**src/rtl/pcie_route_fabric_pkg.sv**
```systemverilog
// Shared definitions for the PCIe route fabric: route decision type,
// drop-counter width and the destination-field width helper.
package pcie_route_fabric_pkg;

    localparam int DROP_CNT_W = 8;
    localparam logic [DROP_CNT_W-1:0] DROP_CNT_MAX = 8'hFF;

    typedef enum logic [1:0] {
        ROUTE_IDLE = 2'd0,
        ROUTE_PUSH = 2'd1,
        ROUTE_BAD  = 2'd2
    } route_kind_e;

    // Destination field is never narrower than one bit, even for two channels.
    function automatic int dest_bits(input int n);
        return (n > 2) ? $clog2(n) : 1;
    endfunction

endpackage

```
**src/rtl/pcie_route_fabric_route_fifo.sv**
```systemverilog
// route_fifo: single-channel synchronous FIFO with count-derived status flags
// and a registered head-of-queue output that pulses valid for one cycle.
module route_fifo #(
    parameter int W     = 8,
    parameter int DEPTH = 4,
    parameter int AF    = 3
) (
    input  logic         clk,
    input  logic         reset,
    input  logic         push,
    input  logic         pop,
    input  logic [W-1:0] din,
    output logic [W-1:0] dout,
    output logic         dout_valid,
    output logic         full,
    output logic         empty,
    output logic         almost_full,
    output logic         overflow
);

    localparam int PW = $clog2(DEPTH);

    logic [PW-1:0] wr_ptr_r;
    logic [PW-1:0] rd_ptr_r;
    logic [PW:0]   count_r;
    logic [W-1:0]  mem_r [DEPTH];
    logic [W-1:0]  dout_r;
    logic          dout_valid_r;
    logic          wr_en_s;
    logic          rd_en_s;

    assign full        = (count_r == (PW+1)'(DEPTH));
    assign empty       = (count_r == (PW+1)'(0));
    assign almost_full = (count_r >= (PW+1)'(AF));
    assign wr_en_s     = push & ~full;
    assign rd_en_s     = pop & ~empty;
    // A push against a full FIFO is lost even if a pop frees a slot this cycle.
    assign overflow    = push & full;
    assign dout        = dout_r;
    assign dout_valid  = dout_valid_r;

    // Storage array; contents are don't-care until written.
    always_ff @(posedge clk) begin
        if (wr_en_s) begin
            mem_r[wr_ptr_r] <= din;
        end
    end

    // Pointers, occupancy count and registered read port.
    always_ff @(posedge clk or negedge reset) begin
        if (!reset) begin
            wr_ptr_r     <= '0;
            rd_ptr_r     <= '0;
            count_r      <= '0;
            dout_r       <= '0;
            dout_valid_r <= 1'b0;
        end else begin
            dout_valid_r <= rd_en_s;
            if (wr_en_s) begin
                wr_ptr_r <= wr_ptr_r + PW'(1);
            end
            if (rd_en_s) begin
                rd_ptr_r <= rd_ptr_r + PW'(1);
                dout_r   <= mem_r[rd_ptr_r];
            end
            case ({wr_en_s, rd_en_s})
                2'b10:   count_r <= count_r + (PW+1)'(1);
                2'b01:   count_r <= count_r - (PW+1)'(1);
                default: count_r <= count_r;
            endcase
        end
    end

endmodule

```
**src/rtl/pcie_route_fabric.sv**
```systemverilog
// pcie_route_fabric: routes tagged words into NUM_CH channel FIFOs with sticky
// error flags. Define ROUTE_STATS_EN to enable per-channel drop counters.
module pcie_route_fabric
    import pcie_route_fabric_pkg::*;
#(
    parameter  int MAIN_SIZE  = 8,
    parameter  int NUM_CH     = 4,
    parameter  int FIFO_DEPTH = 4,
    parameter  int AF_THRESH  = 3,
    localparam int DEST_BITS  = dest_bits(NUM_CH),
    localparam int DATA_SIZE  = MAIN_SIZE + DEST_BITS
) (
    input  logic                           clk,
    input  logic                           reset,
    input  logic [DATA_SIZE-1:0]           in,
    input  logic                           valid,
    input  logic [NUM_CH-1:0]              pop,
    input  logic                           err_clr,
    output logic [NUM_CH*MAIN_SIZE-1:0]    out,
    output logic [NUM_CH-1:0]              out_valid,
    output logic [NUM_CH-1:0]              almost_full,
    output logic [NUM_CH-1:0]              empty,
    output logic                           err_route,
    output logic                           err_overflow,
    output logic [NUM_CH*DROP_CNT_W-1:0]   drop_cnt
);

    logic [DEST_BITS-1:0] dest_s;
    logic [MAIN_SIZE-1:0] payload_s;
    route_kind_e          route_kind_s;
    logic [NUM_CH-1:0]    push_s;
    logic [NUM_CH-1:0]    full_s;
    logic [NUM_CH-1:0]    ovf_s;
    logic                 err_route_r;
    logic                 err_overflow_r;

    assign dest_s       = in[DATA_SIZE-1:MAIN_SIZE];
    assign payload_s    = in[MAIN_SIZE-1:0];
    assign err_route    = err_route_r;
    assign err_overflow = err_overflow_r;

    // Classify the incoming word; the extra bit keeps NUM_CH representable.
    always_comb begin
        route_kind_s = ROUTE_IDLE;
        if (valid) begin
            if ({1'b0, dest_s} >= (DEST_BITS+1)'(NUM_CH)) begin
                route_kind_s = ROUTE_BAD;
            end else begin
                route_kind_s = ROUTE_PUSH;
            end
        end else begin
            route_kind_s = ROUTE_IDLE;
        end
    end

    for (genvar i = 0; i < NUM_CH; i++) begin : g_ch
        assign push_s[i] = (route_kind_s == ROUTE_PUSH) &&
                           ({1'b0, dest_s} == (DEST_BITS+1)'(i));

        route_fifo #(
            .W     (MAIN_SIZE),
            .DEPTH (FIFO_DEPTH),
            .AF    (AF_THRESH)
        ) u_fifo (
            .clk         (clk),
            .reset       (reset),
            .push        (push_s[i]),
            .pop         (pop[i]),
            .din         (payload_s),
            .dout        (out[i*MAIN_SIZE +: MAIN_SIZE]),
            .dout_valid  (out_valid[i]),
            .full        (full_s[i]),
            .empty       (empty[i]),
            .almost_full (almost_full[i]),
            .overflow    (ovf_s[i])
        );

`ifdef ROUTE_STATS_EN
        logic [DROP_CNT_W-1:0] drop_cnt_r;

        // Saturating count of words lost to a full FIFO; cleared only by reset.
        always_ff @(posedge clk or negedge reset) begin
            if (!reset) begin
                drop_cnt_r <= '0;
            end else if (ovf_s[i] && (drop_cnt_r != DROP_CNT_MAX)) begin
                drop_cnt_r <= drop_cnt_r + 8'd1;
            end else begin
                drop_cnt_r <= drop_cnt_r;
            end
        end

        assign drop_cnt[i*DROP_CNT_W +: DROP_CNT_W] = drop_cnt_r;
`else
        assign drop_cnt[i*DROP_CNT_W +: DROP_CNT_W] = 8'h00;
`endif
    end

    // Sticky error flags; a fresh event outranks a simultaneous clear.
    always_ff @(posedge clk or negedge reset) begin
        if (!reset) begin
            err_route_r    <= 1'b0;
            err_overflow_r <= 1'b0;
        end else begin
            if (route_kind_s == ROUTE_BAD) begin
                err_route_r <= 1'b1;
            end else if (err_clr) begin
                err_route_r <= 1'b0;
            end else begin
                err_route_r <= err_route_r;
            end
            if (|ovf_s) begin
                err_overflow_r <= 1'b1;
            end else if (err_clr) begin
                err_overflow_r <= 1'b0;
            end else begin
                err_overflow_r <= err_overflow_r;
            end
        end
    end

endmodule

```
**config.mk**
```make
export PLATFORM = sky130hd
export DESIGN_NAME = pcie_route_fabric
export DESIGN_NICKNAME = d
export VERILOG_FILES = /design/src/rtl/pcie_route_fabric_pkg.sv /design/src/rtl/pcie_route_fabric_route_fifo.sv /design/src/rtl/pcie_route_fabric.sv
export SDC_FILE = /design/constraint.sdc
export NUM_CORES = 1
export LEC_CHECK = 0
export CAP_MARGIN = 10
export CORE_AREA = 2 2 168 170
export DETAILED_ROUTE_END_ITERATION = 8
export DIE_AREA = 0 0 170 172
export PLACE_DENSITY = 0.55
export SETUP_SLACK_MARGIN = 0.3
export SLEW_MARGIN = 0
export SYNTH_ARGS = -nofsm -noshare
export SYNTH_HDL_FRONTEND = slang
export SYNTH_SLANG_ARGS = --single-unit
```
**constraint.sdc**
```tcl
create_clock -name clk -period 4.87 [get_ports clk]
set_input_delay 0.974 -clock clk [delete_from_list [all_inputs] [get_ports clk]]
set_output_delay 0.974 -clock clk [all_outputs]
set_load 0.01 [all_outputs]
```
Yosys cells after proc, flatten, opt, wreduce, memory -nomap -nowiden:

Memories as Yosys holds them, arrays and structs flattened. A register that Yosys moved wholly into a read port is not among the register bits.
Cells that the tools add are included.

* memory bits (writable): 128
* output and inout port bits: 78
* bits of input ports: 18
* register bits after elaboration: 34
* memories kept: 4
* logic and storage cells: 115

Memories
* g_ch[0].u_fifo.mem_r: words 4, bits a word 8, rd ports 1, clocked after memory_dff 1, wr ports 1, line pcie_route_fabric_route_fifo.sv:26 `logic [W-1:0] mem_r [DEPTH];`
* g_ch[1].u_fifo.mem_r: words 4, bits a word 8, rd ports 1, clocked after memory_dff 1, wr ports 1, line pcie_route_fabric_route_fifo.sv:26
* g_ch[2].u_fifo.mem_r: words 4, bits a word 8, rd ports 1, clocked after memory_dff 1, wr ports 1, line pcie_route_fabric_route_fifo.sv:26
* g_ch[3].u_fifo.mem_r: words 4, bits a word 8, rd ports 1, clocked after memory_dff 1, wr ports 1, line pcie_route_fabric_route_fifo.sv:26

* multiplexer cells: 16
* reductions and logical operators: 20
* equality and inequality tests: 17
* bitwise gates (word level): 20
* $lt $le $gt $ge: 4
* add/sub/neg operators: 16

Operator list (number)
* $pmux 3 s2: 4
* $add 2x1->2 const B: 8
* $eq 2x2->1 const B: 7
* $add 3x1->3 const B: 4
* $and 1x1->1: 12
* $eq 2x1->1 const B: 6
* $eq 3x3->1 const B: 4
* $ge 3x2->1 const B: 4
* $logic_not 3->1: 4
* $mux 1: 12
* $reduce_bool 2->1: 6
* $sub 3x1->3 const B: 4
* $not 1->1: 8
* $logic_and 1x1->1: 4
* $logic_not 1->1: 4
* $reduce_or 4->1: 1
* $logic_not 2->1: 1

Logic depth before layout (Yosys ltp):

Gate-level depths: netlist (run 1).

* word-level depth: 6
* depth in mapped cells: 10
* gate-level depth less buffers: 9

By module:

Synthesis (run 1) repeated with hierarchy kept, for this count alone.

* cell total of the unflattened synthesis: 507
* area total of the unflattened synthesis: 8071.5 um2

By module, submodules not included
* route_fifo (g_ch[1].u_fifo ...): area an instance 1938.1 um2, seq. area each 1361.3 um2, cells an instance 116, instances 2
* route_fifo (g_ch[0].u_fifo ...): area an instance 1936.9 um2, seq. area each 1361.3 um2, cells an instance 116, instances 2
* pcie_route_fabric: area an instance 321.6 um2, seq. area each 25.0 um2, cells an instance 43, instances 1

Worst setup path before layout (run 1):

No wires, ideal clock.

* path kind: input port to flip-flop
* start point: input port in[8]
* end point: register g_ch[3].u_fifo.count_r[2]
* data arrival time: 2334 ps
* cell stages on the path: 9
* slack: 2456 ps
* buffers on the path: 0
* required time: 4791 ps
* path through: and3_1 > a21boi_2 > inv_1 > ha_1 > inv_1 > fa_1 > xor2_1 > nor2_1 > xor2_1

* longest elaborated chain between the ends: 5

Ends and longest elaborated chain
* start: declaration: line pcie_route_fabric.sv:15 `input logic [DATA_SIZE-1:0] in,`
* $eq 2x2->1 (*): line pcie_route_fabric.sv:58 `({1'b0, dest_s} == (DEST_BITS+1)'(i));`
* $logic_and 1x1->1 (*): line pcie_route_fabric.sv:57 `assign push_s[i] = (route_kind_s == ROUTE_PUSH) &&`
* $and 1x1->1 (*): line pcie_route_fabric_route_fifo.sv:35 `assign wr_en_s = push & ~full;`
* $eq 2x1->1 / $eq 2x2->1 (equally long branches): line pcie_route_fabric_route_fifo.sv:66 `case ({wr_en_s, rd_en_s})`
* $pmux 3 s2 / $reduce_bool 2->1 (equally long branches)
* end signal: assignment: line pcie_route_fabric_route_fifo.sv:67 `2'b10: count_r <= count_r + (PW+1)'(1);`
* end signal: assignment: line pcie_route_fabric_route_fifo.sv:68 `2'b01: count_r <= count_r - (PW+1)'(1);`
* end signal: assignment: line pcie_route_fabric_route_fifo.sv:69 `default: count_r <= count_r;`
* end: declaration: line pcie_route_fabric_route_fifo.sv:25 `logic [PW:0] count_r;`

Mark *: on every way between the ends. The rest lies on a longest branch, timed or not.
A chain may end at the register's enable or synchronous reset.

Final worst setup path (run 1):

* start point: register g_ch[3].u_fifo.count_r[2]
* end point: output port empty[3]

* longest elaborated chain between the ends: 1

Ends and longest elaborated chain
* $logic_not 3->1: line pcie_route_fabric_route_fifo.sv:33 `assign empty = (count_r == (PW+1)'(0));`
* end: declaration: line pcie_route_fabric.sv:22 `output logic [NUM_CH-1:0] empty,`

No other way between the ends.

==> metrics, run 1 <==
status=finished clean; post-CTS setup buffers=0; sequential fraction of the synthesis area=0.673; leakage=roughly 3.6 nW; Total GRT Usage=0.112; share of layout cells above drive strength 1=0.133; initial antenna violation count=2; clock root cell=clkbuf_16; Req. time, crit path=slightly below 4000 ps; area leader, netlist=edfxtp_1; Port Buffers=62; Max-slew headroom=0.470; fin cells=between 900 and 1000; CP startpoint kind=flip-flop; routed vias=3989; setup TNS=0 ps; largest fanout on the critical path=6; Mapped Cells=519; Hold Buf Count CTS=0; die area=between 20000 and 30000 µm²; total I/O pin count=96; Area contributors post-synth=edfxtp_1, dfrtp_1, mux4_2; TritonCTS Buffers=17; Via density=about 4.3; Post-Synthesis Cell Area=approximately 8000 µm²; row count=61; Final Worst Setup Slack=approximately 2100 ps; post-cts sizing count=0; placed cell areas=8880 µm²; most common cell in the netlist=edfxtp_1; Hold Vio Cnt, Final=0; PwrDens=roughly 570 nW/µm²; Die W=~170 µm; Final ANT Viol Nets=0; WP data arrival=1780 ps; top cell type's share of synthesized area=0.473; synthesis warning total=0; final setup violation count=0; ys flop type=edfxtp_1; Max clock buf depth=2; fin nets=between 600 and 700; GRT overflow=0; Setup CP Type=reg -> out; Async SR Flop Fraction=0.337; Final Cycle Share=0.566; pre-CTS setup slack=~1700 ps; Residual DRC=0; Worst Setup End Kind=primary output; htree depth=4; Clock Sinks=around 190; Area growth syn-to-layout=17.2%; syn_area_per_cell=between 15 and 20 µm²; min cycle time layout=~2800 ps; Hold WS=about 470 ps; GP Congestion=0.698; fin area=approximately 9500 µm²; largest net degree at the start of global routing=47; Pins Over Slew Limit=0; RSZ-0062 raised after global routing=false; 1st-iter DRT viols=290; vias in the first global route=around 4200; final wirelength=roughly 15 mm; Post-synth EDFFs=128; clk_lat worst skew=approximately 430 ps; Die Ht=~170 µm; dpl cells=approximately 900; Hold Path Class=reg -> reg; clk slew on worst S/H paths=70 ps; Initial Util=0.296; worst-margin pin slew=793 ps; HPWL after DPL=just over 10 mm; Final Skew=between 10 and 15 ps; first-pass GRT wire length=24.1 mm; Final Power=about 5.5 mW; Synth top cells by count=edfxtp_1, nand2_1, dfrtp_1; Pre-Repair DR Iteration Count=4; Core ar.=roughly 27000 µm²; drt wl/cell=roughly 16 µm; synth unique cells=36; Final Core Density=0.347; CTS tree=built; fmax=approximately 0.36 GHz; Max-Cap Viols=0; register bit count reported by yosys=about 190; maximum vdd drop=between 200 and 250 µV
==> sequential cells by signal (all words and copies together), names as in the netlist <==
register                cells
g_ch.u_fifo.dout           32
g_ch.u_fifo.dout_valid      4
g_ch.u_fifo.rd_ptr_r        8
g_ch.u_fifo.wr_ptr_r        8
g_ch.u_fifo.mem_r         128
g_ch.u_fifo.count_r        12
err_overflow                1
==> where the power goes <==
group	total, mW	internal, mW	leakage, nW	switching [mW]
Clock	1.49	0.888	0.308	0.600
Sequential	2.48	2.08	1.94	0.400
Combinational	1.49	0.829	1.39	0.661
==> critical path, stage by stage, from the launching register on <==
cell and delay (ps):
dfrtp_1 500, nor3_1 280, clkdlybuf4s50_1 580
==> kinds of logic (layout without fill, tap and decap cells) <==
family,count (synthesis),after routing,synth area share
buf+inv,88,124,0.0665
xor+xnor,24,24,0.0259
other cells,1,35,0.000462
compound gates,13,13,0.0213
flops,193,193,0.673
fa+ha+maj,24,24,0.0407
simple gates,137,137,0.0739
mux,39,39,0.0980
==> final cells by class <==
| class | count | area [µm²] |
|---|---|---|
| antenna | 2 | 5.00 |
| clock buffer | 22 | 497 |
| clock inverter | 10 | 143 |
| fill | 2610 | 18000 |
| inverter | 29 | 119 |
| multi-input combinational | 270 | 2230 |
| sequential | 193 | 5470 |
| tap | 346 | 433 |
| timing repair buffer | 63 | 623 |
==> per-layer routing <==
layer | GRT usage | up-vias | wire length [µm]
met5 | 0 | - | 0
met4 | 0.0386 | 0 | 234
met3 | 0.0295 | 16 | 660
met2 | 0.188 | 111 | 7590
met1 | 0.141 | 2016 | 6900
li1 | - | 1846 | -
==> worst paths after layout <==
kind | from | end | slack, ps | cells after the start
worst max-delay path | g_ch[3].u_fifo.count_r[2] | empty[3] | 2120 | 2
worst min-delay path | g_ch[2].u_fifo.dout[7] | g_ch[2].u_fifo.dout[7] | 470 | 2
worst max register to register | g_ch[1].u_fifo.count_r[0] | g_ch[1].u_fifo.count_r[2] | 2530 | 8
worst min register to register | g_ch[2].u_fifo.dout[7] | g_ch[2].u_fifo.dout[7] | 470 | 2
max in group asynchronous | reset | g_ch[2].u_fifo.dout[7] | 3310 | 2
min in group asynchronous | reset | g_ch[1].u_fifo.dout[5] | 520 | 1
==> cells in the final DEF (no fill, tap or decap), types with 5 or more instances in the layout <==
cell               n
edfxtp_1         128
and2_1            16
nor2_1             6
clkdlybuf4s50_1   61
inv_1             25
mux4_2            32
xnor2_1           16
clkbuf_16         19
inv_4              5
ha_1              20
conb_1            33
xor2_1             8
dfrtp_1           65
nand2_1          101
No activity file was read; power rests on OpenSTA's default activity.
==> inputs of run 2 (changes only) <==
--- a/config.mk
+++ b/config.mk
@@ -9,7 +9,7 @@
 export CORE_AREA = 2 2 168 170
 export DETAILED_ROUTE_END_ITERATION = 8
 export DIE_AREA = 0 0 170 172
-export PLACE_DENSITY = 0.55
+export PLACE_DENSITY = 0.56
 export SETUP_SLACK_MARGIN = 0.3
 export SLEW_MARGIN = 0
 export SYNTH_ARGS = -nofsm -noshare
==> constraint.sdc (replaced) <==
create_clock -name clk -period 2.3 [get_ports clk]
set_input_delay 0.46 -clock clk [delete_from_list [all_inputs] [get_ports clk]]
set_output_delay 0.46 -clock clk [all_outputs]
set_load 0.01 [all_outputs]
==> metrics, run 2 (synthesis results as in run 1) <==
1st-iter DRT viols=roughly 330; clk_lat worst skew=roughly 430 ps; Clock Sinks=a little under 200; Initial Util=0.296; Core ar.=roughly 27000 µm²; Hold Buf Count CTS=0; fin area=a little over 10000 µm²; final setup violation count=0; Final Worst Setup Slack=approximately 360 ps; Hold Vio Cnt, Final=0; clock root cell=clkbuf_16; htree depth=4; Most flops, register=g_ch.u_fifo.mem_r; Residual DRC=0; Max-Cap Viols=0; die area=approximately 29000 µm²; worst r2r dst=g_ch[0].u_fifo.count_r[1]; top cell family by delay on the critical path=buffers and inverters; min cycle time layout=1940 ps; PwrDens=about 1200 nW/µm²; Area growth syn-to-layout=25.3%; Die W=between 150 and 200 µm; share of layout cells above drive strength 1=0.245; reg2reg setup slack=~380 ps; commonest non-fill, non-tap cells in the layout=edfxtp_1, nand2_1, dfrtp_1; clk slew on worst S/H paths=~70 ps; Max clock buf depth=2; Hold Path Class=in -> async; worst-path cell chain=clkdlybuf4s50_1; ANT cells=0; Final ANT Viol Nets=0; vias in the first global route=roughly 4500; pre-CTS setup slack=-193 ps; final wirelength=around 16 mm; Final Cycle Share=0.843; first-pass GRT wire length=25.5 mm; Max-slew headroom=0.471; Via density=4.28; largest fanout on the critical path=2; Total GRT Usage=0.118; most common cell after layout, fill and taps aside=edfxtp_1; largest stage delay on the critical path=580 ps; routed vias=4248; Final Skew=10.3 ps; WP data arrival=1480 ps; r2r worst-path depth=8; leakage=4.00 nW; Req. time, crit path=roughly 1800 ps; Hold WS=~17 ps; GRT overflow=0; RSZ-0062 raised after global routing=true; Die Ht=about 170 µm; CP startpoint kind=flip-flop; CTS tree=built; fin nets=675; Setup CP Type=reg -> out; Slowest-stage cell, CP=clkdlybuf4s50_1; Final Core Density=0.370; maximum vdd drop=630 µV; GP Congestion=0.711; Pre-Repair DR Iteration Count=4; worst-margin pin slew=slightly below 800 ps; TritonCTS Buffers=17; drt wl/cell=approximately 16 µm; Crit path buffers/inverters=1; Port Buffers=between 60 and 70; largest net degree at the start of global routing=26; HPWL after DPL=11.5 mm; Worst Setup End Kind=primary output; total I/O pin count=96; placed cell areas=9380 µm²; status=finished clean; fmax=0.516 GHz; RR Startpoint=g_ch[0].u_fifo.count_r[0]; Pins Over Slew Limit=0; initial antenna violation count=0; row count=61; max FFs per register=128
[run 2: changes by cell type in the layout (fill, tap and decap cells not counted), moves of 3 or more]
| cell | change |
|---|---|
| buf_4 | +46 |
| buf_12 | +12 |
| clkdlybuf4s50_1 | -11 |
| dfrtp_1 | -7 |
| dfrtp_2 | +7 |
| clkdlybuf4s15_1 | +3 |
| dlygate4sd2_1 | +3 |
| dlymetal6s2s_1 | +3 |
| fa_1 | -3 |
| fa_2 | +3 |
| ha_1 | -3 |
| ha_2 | +3 |
[run 2: final cells by class]
| class | instances | area [µm²] |
|---|---|---|
| repair buffers | 122 | 1220 |
| fillers | 2536 | 17300 |
| well taps | 346 | 433 |
| multi-input cells | 270 | 2290 |
| clock buffers | 21 | 493 |
| flip-flops and latches | 193 | 5480 |
| clock inverters | 11 | 139 |
| inverters | 29 | 123 |
[run 2: worst max path at each step]
| stage | from | to | slack (ps) | cells after the start |
|---|---|---|---|---|
| after CTS | g_ch[0].u_fifo.count_r[0] | empty[0] | 290 | 3 |
| after global placement | valid | g_ch[3].u_fifo.count_r[2] | -120 | 11 |
| final | err_overflow | err_overflow | 360 | 1 |
| after floorplan | g_ch[3].u_fifo.count_r[2] | g_ch[3].u_fifo.count_r[2] | 370 | 9 |
| after detailed placement | valid | g_ch[3].u_fifo.count_r[2] | -190 | 11 |
| after global routing | g_ch[3].u_fifo.count_r[0] | g_ch[3].u_fifo.count_r[2] | 260 | 9 |
[run 2: power breakdown]
part,total [mW],internal [mW],leakage [nW],switching (mW)
Combinational,3.78,2.07,1.77,1.70
Clock,3.10,1.79,0.303,1.31
Sequential,5.15,4.42,1.93,0.729
[run 2: timing repair]
action,4_1_cts,5_1_grt
pin swaps,4,7
resized for setup,21,21
setup endpoints to repair,10,13
setup buffers,10,2
[run 2: routing by layer]
| layer | vias to the layer above | part of all wire | GRT usage | routed length (µm) |
|---|---|---|---|---|
| met1 | 2148 | 0.47 | 0.157 | 7730 |
| met2 | 110 | 0.48 | 0.196 | 7770 |
| li1 | 1974 | - | - | - |
| met3 | 16 | 0.036 | 0.0254 | 580 |
| met5 | - | 0 | 0 | 0 |
| met4 | 0 | 0.015 | 0.0379 | 243 |
[run 2: stage by stage]
step,setup TNS [ps],instances,total power [mW]
after floorplan,0,551,7.38
after global placement,-514,948,8.70
after detailed placement,-835,948,8.85
after CTS,0,990,12.1
after global routing,0,992,12.8
final,0,992,12.0
==> inputs of run 3 (changes only) <==
--- a/config.mk
+++ b/config.mk
@@ -9,7 +9,7 @@
 export CORE_AREA = 2 2 168 170
 export DETAILED_ROUTE_END_ITERATION = 8
 export DIE_AREA = 0 0 170 172
-export PLACE_DENSITY = 0.56
+export PLACE_DENSITY = 0.55
 export SETUP_SLACK_MARGIN = 0.3
 export SLEW_MARGIN = 0
 export SYNTH_ARGS = -nofsm -noshare
==> constraint.sdc (replaced) <==
create_clock -name clk -period 1.85 [get_ports clk]
set_input_delay 0.37 -clock clk [delete_from_list [all_inputs] [get_ports clk]]
set_output_delay 0.37 -clock clk [all_outputs]
set_load 0.01 [all_outputs]
==> metrics, run 3 (synthesis results as in run 1) <==
status=finished clean; Max-slew headroom=0.638; GP Congestion=0.727; part of the power in combinational logic=0.336; uppermost layer routed=met4; switching pwr=about 4.7 mW; Via density=4.25; row count=between 60 and 70; sequential share of power=0.415; 1st-iter DRT viols=approximately 230; initial antenna violation count=1; Final Cycle Share=0.981; Final Skew=7.09 ps; worst setup path start=g_ch[1].u_fifo.count_r[0]; Port Buffers=a little over 60; total I/O pin count=96; Setup CP Type=reg -> reg; Die W=170 µm; Pins Over Slew Limit=0; final setup violation count=0; clock root cell=clkbuf_16; Hold Vio Cnt, Final=0; Max clock buf depth=2; RSZ-0062 raised after global routing=true; Internal Power=roughly 10 mW; vias in the first global route=~4600; HPWL after DPL=between 10 and 15 mm; crit path to=g_ch[1].u_fifo.count_r[2]; min cycle time layout=around 1800 ps; Initial Util=0.296; worst r2r dst=g_ch[1].u_fifo.count_r[2]; PwrDens=~1400 nW/µm²; RR Startpoint=g_ch[1].u_fifo.count_r[0]; clk slew on worst S/H paths=70 ps; wl on met1=6.98 mm; WP data arrival=approximately 2200 ps; largest net degree at the start of global routing=23; metal2 WL=8.57 mm; die area=slightly below 30000 µm²; Core ar.=~27000 µm²; Residual DRC=0; most common cell after layout, fill and taps aside=edfxtp_1; routed vias=4334; fin area=roughly 10000 µm²; TritonCTS Buffers=17; Clock Sinks=roughly 190; clk_lat worst skew=approximately 420 ps; Worst Min Path Start=in[8]; reg2reg setup slack=~36 ps; Max-Cap Viols=0; share of total power in the clock network=0.249; GRT overflow=0; leakage=approximately 4.2 nW; Req. time, crit path=2190 ps; maximum vdd drop=642 µV; Total GRT Usage=0.117; fmax=0.551 GHz; Pre-Repair DR Iteration Count=4; Hold Path Class=in -> reg; CP startpoint kind=flip-flop; Area growth syn-to-layout=27.8%; sw frac=0.311; fin nets=701; final wirelength=around 16 mm; worst-margin pin slew=between 500 and 600 ps; Worst Setup End Kind=flip-flop; first-pass GRT wire length=around 25 mm; routed wl met3=~640 µm; drt wl/cell=approximately 16 µm; htree depth=4; max FFs per register=roughly 130; largest fanout on the critical path=3; CTS tree=built; Final Core Density=0.378; Final ANT Viol Nets=0; Die Ht=between 150 and 200 µm; commonest non-fill, non-tap cells in the layout=edfxtp_1, nand2_1, dfrtp_1; r2r worst-path depth=10; placed cell areas=between 9000 and 10000 µm²; Most flops, register=g_ch.u_fifo.mem_r; share of layout cells above drive strength 1=0.323
run 3: cell count changes in the layout (fill, tap and decap cells not counted), moves of 5 or more:
| cell | delta |
|---|---|
| and2_1 | -12 |
| inv_1 | -8 |
| clkdlybuf4s50_1 | -37 |
| buf_4 | +12 |
| inv_2 | +8 |
| dlygate4sd2_1 | +34 |
| and2_4 | +12 |
| buf_2 | +8 |
| buf_6 | +16 |
| clkinv_2 | +5 |
run 3: worst max-delay path: stages, from the launching register on:
cell     delay, ps
dfrtp_1        410
buf_6          140
inv_4           50
a31oi_4         80
inv_2           80
ha_4           140
inv_2           30
fa_2           330
xor2_1         140
nor2_1         130
xor2_1         190
run 3: final cells by class:
class                   count  area [µm²]
diodes                      1        2.50
well taps                 346         433
inverters                  29         121
clock inverters            12         129
fillers                  2611       17100
clock buffers              20         478
repair buffers            148        1350
flip-flops and latches    193        5480
multi-input cells         270        2390
run 3: worst min path at each step:
stage | cells after the start | to
3_5_place_dp | 1 | g_ch[1].u_fifo.wr_ptr_r[1]
6_report | 3 | err_overflow
5_1_grt | 3 | err_overflow
4_1_cts | 2 | g_ch[1].u_fifo.wr_ptr_r[1]
2_1_floorplan | 0 | err_overflow
3_3_place_gp | 1 | g_ch[1].u_fifo.wr_ptr_r[1]
run 3: layer usage:
| layer | vias to the layer above | global-route usage |
|---|---|---|
| li1 | 2020 | - |
| met1 | 2197 | 0.140 |
| met2 | 104 | 0.211 |
| met3 | 13 | 0.0268 |
| met4 | 0 | 0.0383 |
| met5 | - | 0 |
run 3: repair_timing:
item,4_1_cts,5_1_grt
hold buffers,1,0
pin swaps,19,17
resized for setup,100,32
endpoints found under the hold margin,14,0
endpoints found under the setup margin,182,90
buffers inserted,13,9
run 3: power by group through the flow:
stage	sequential (mW)	clock [mW]	combinational, mW
global route	6.34	3.99	5.57
global placement	6.22	0	4.80
CTS	6.21	3.82	4.92
floorplan	6.15	0	3.15
finish	6.19	3.72	5.02
detailed placement	6.27	0	4.96
run 3: per-stage QoR:
| step | cells | TNS, ps | worst slack (ps) | total power [mW] | hold slack [ps] |
|---|---|---|---|---|---|
| finish | 1019 | 0 | 35.9 | 14.9 | 343 |
| CTS | 1009 | 0 | 3.85 | 14.9 | 461 |
| detailed placement | 963 | -36520 | -590 | 11.2 | 399 |
| global route | 1018 | -193 | -128 | 15.9 | 361 |
| global placement | 963 | -34400 | -560 | 11.0 | 386 |
| floorplan | 551 | -46.3 | -28.7 | 9.30 | 74.4 |
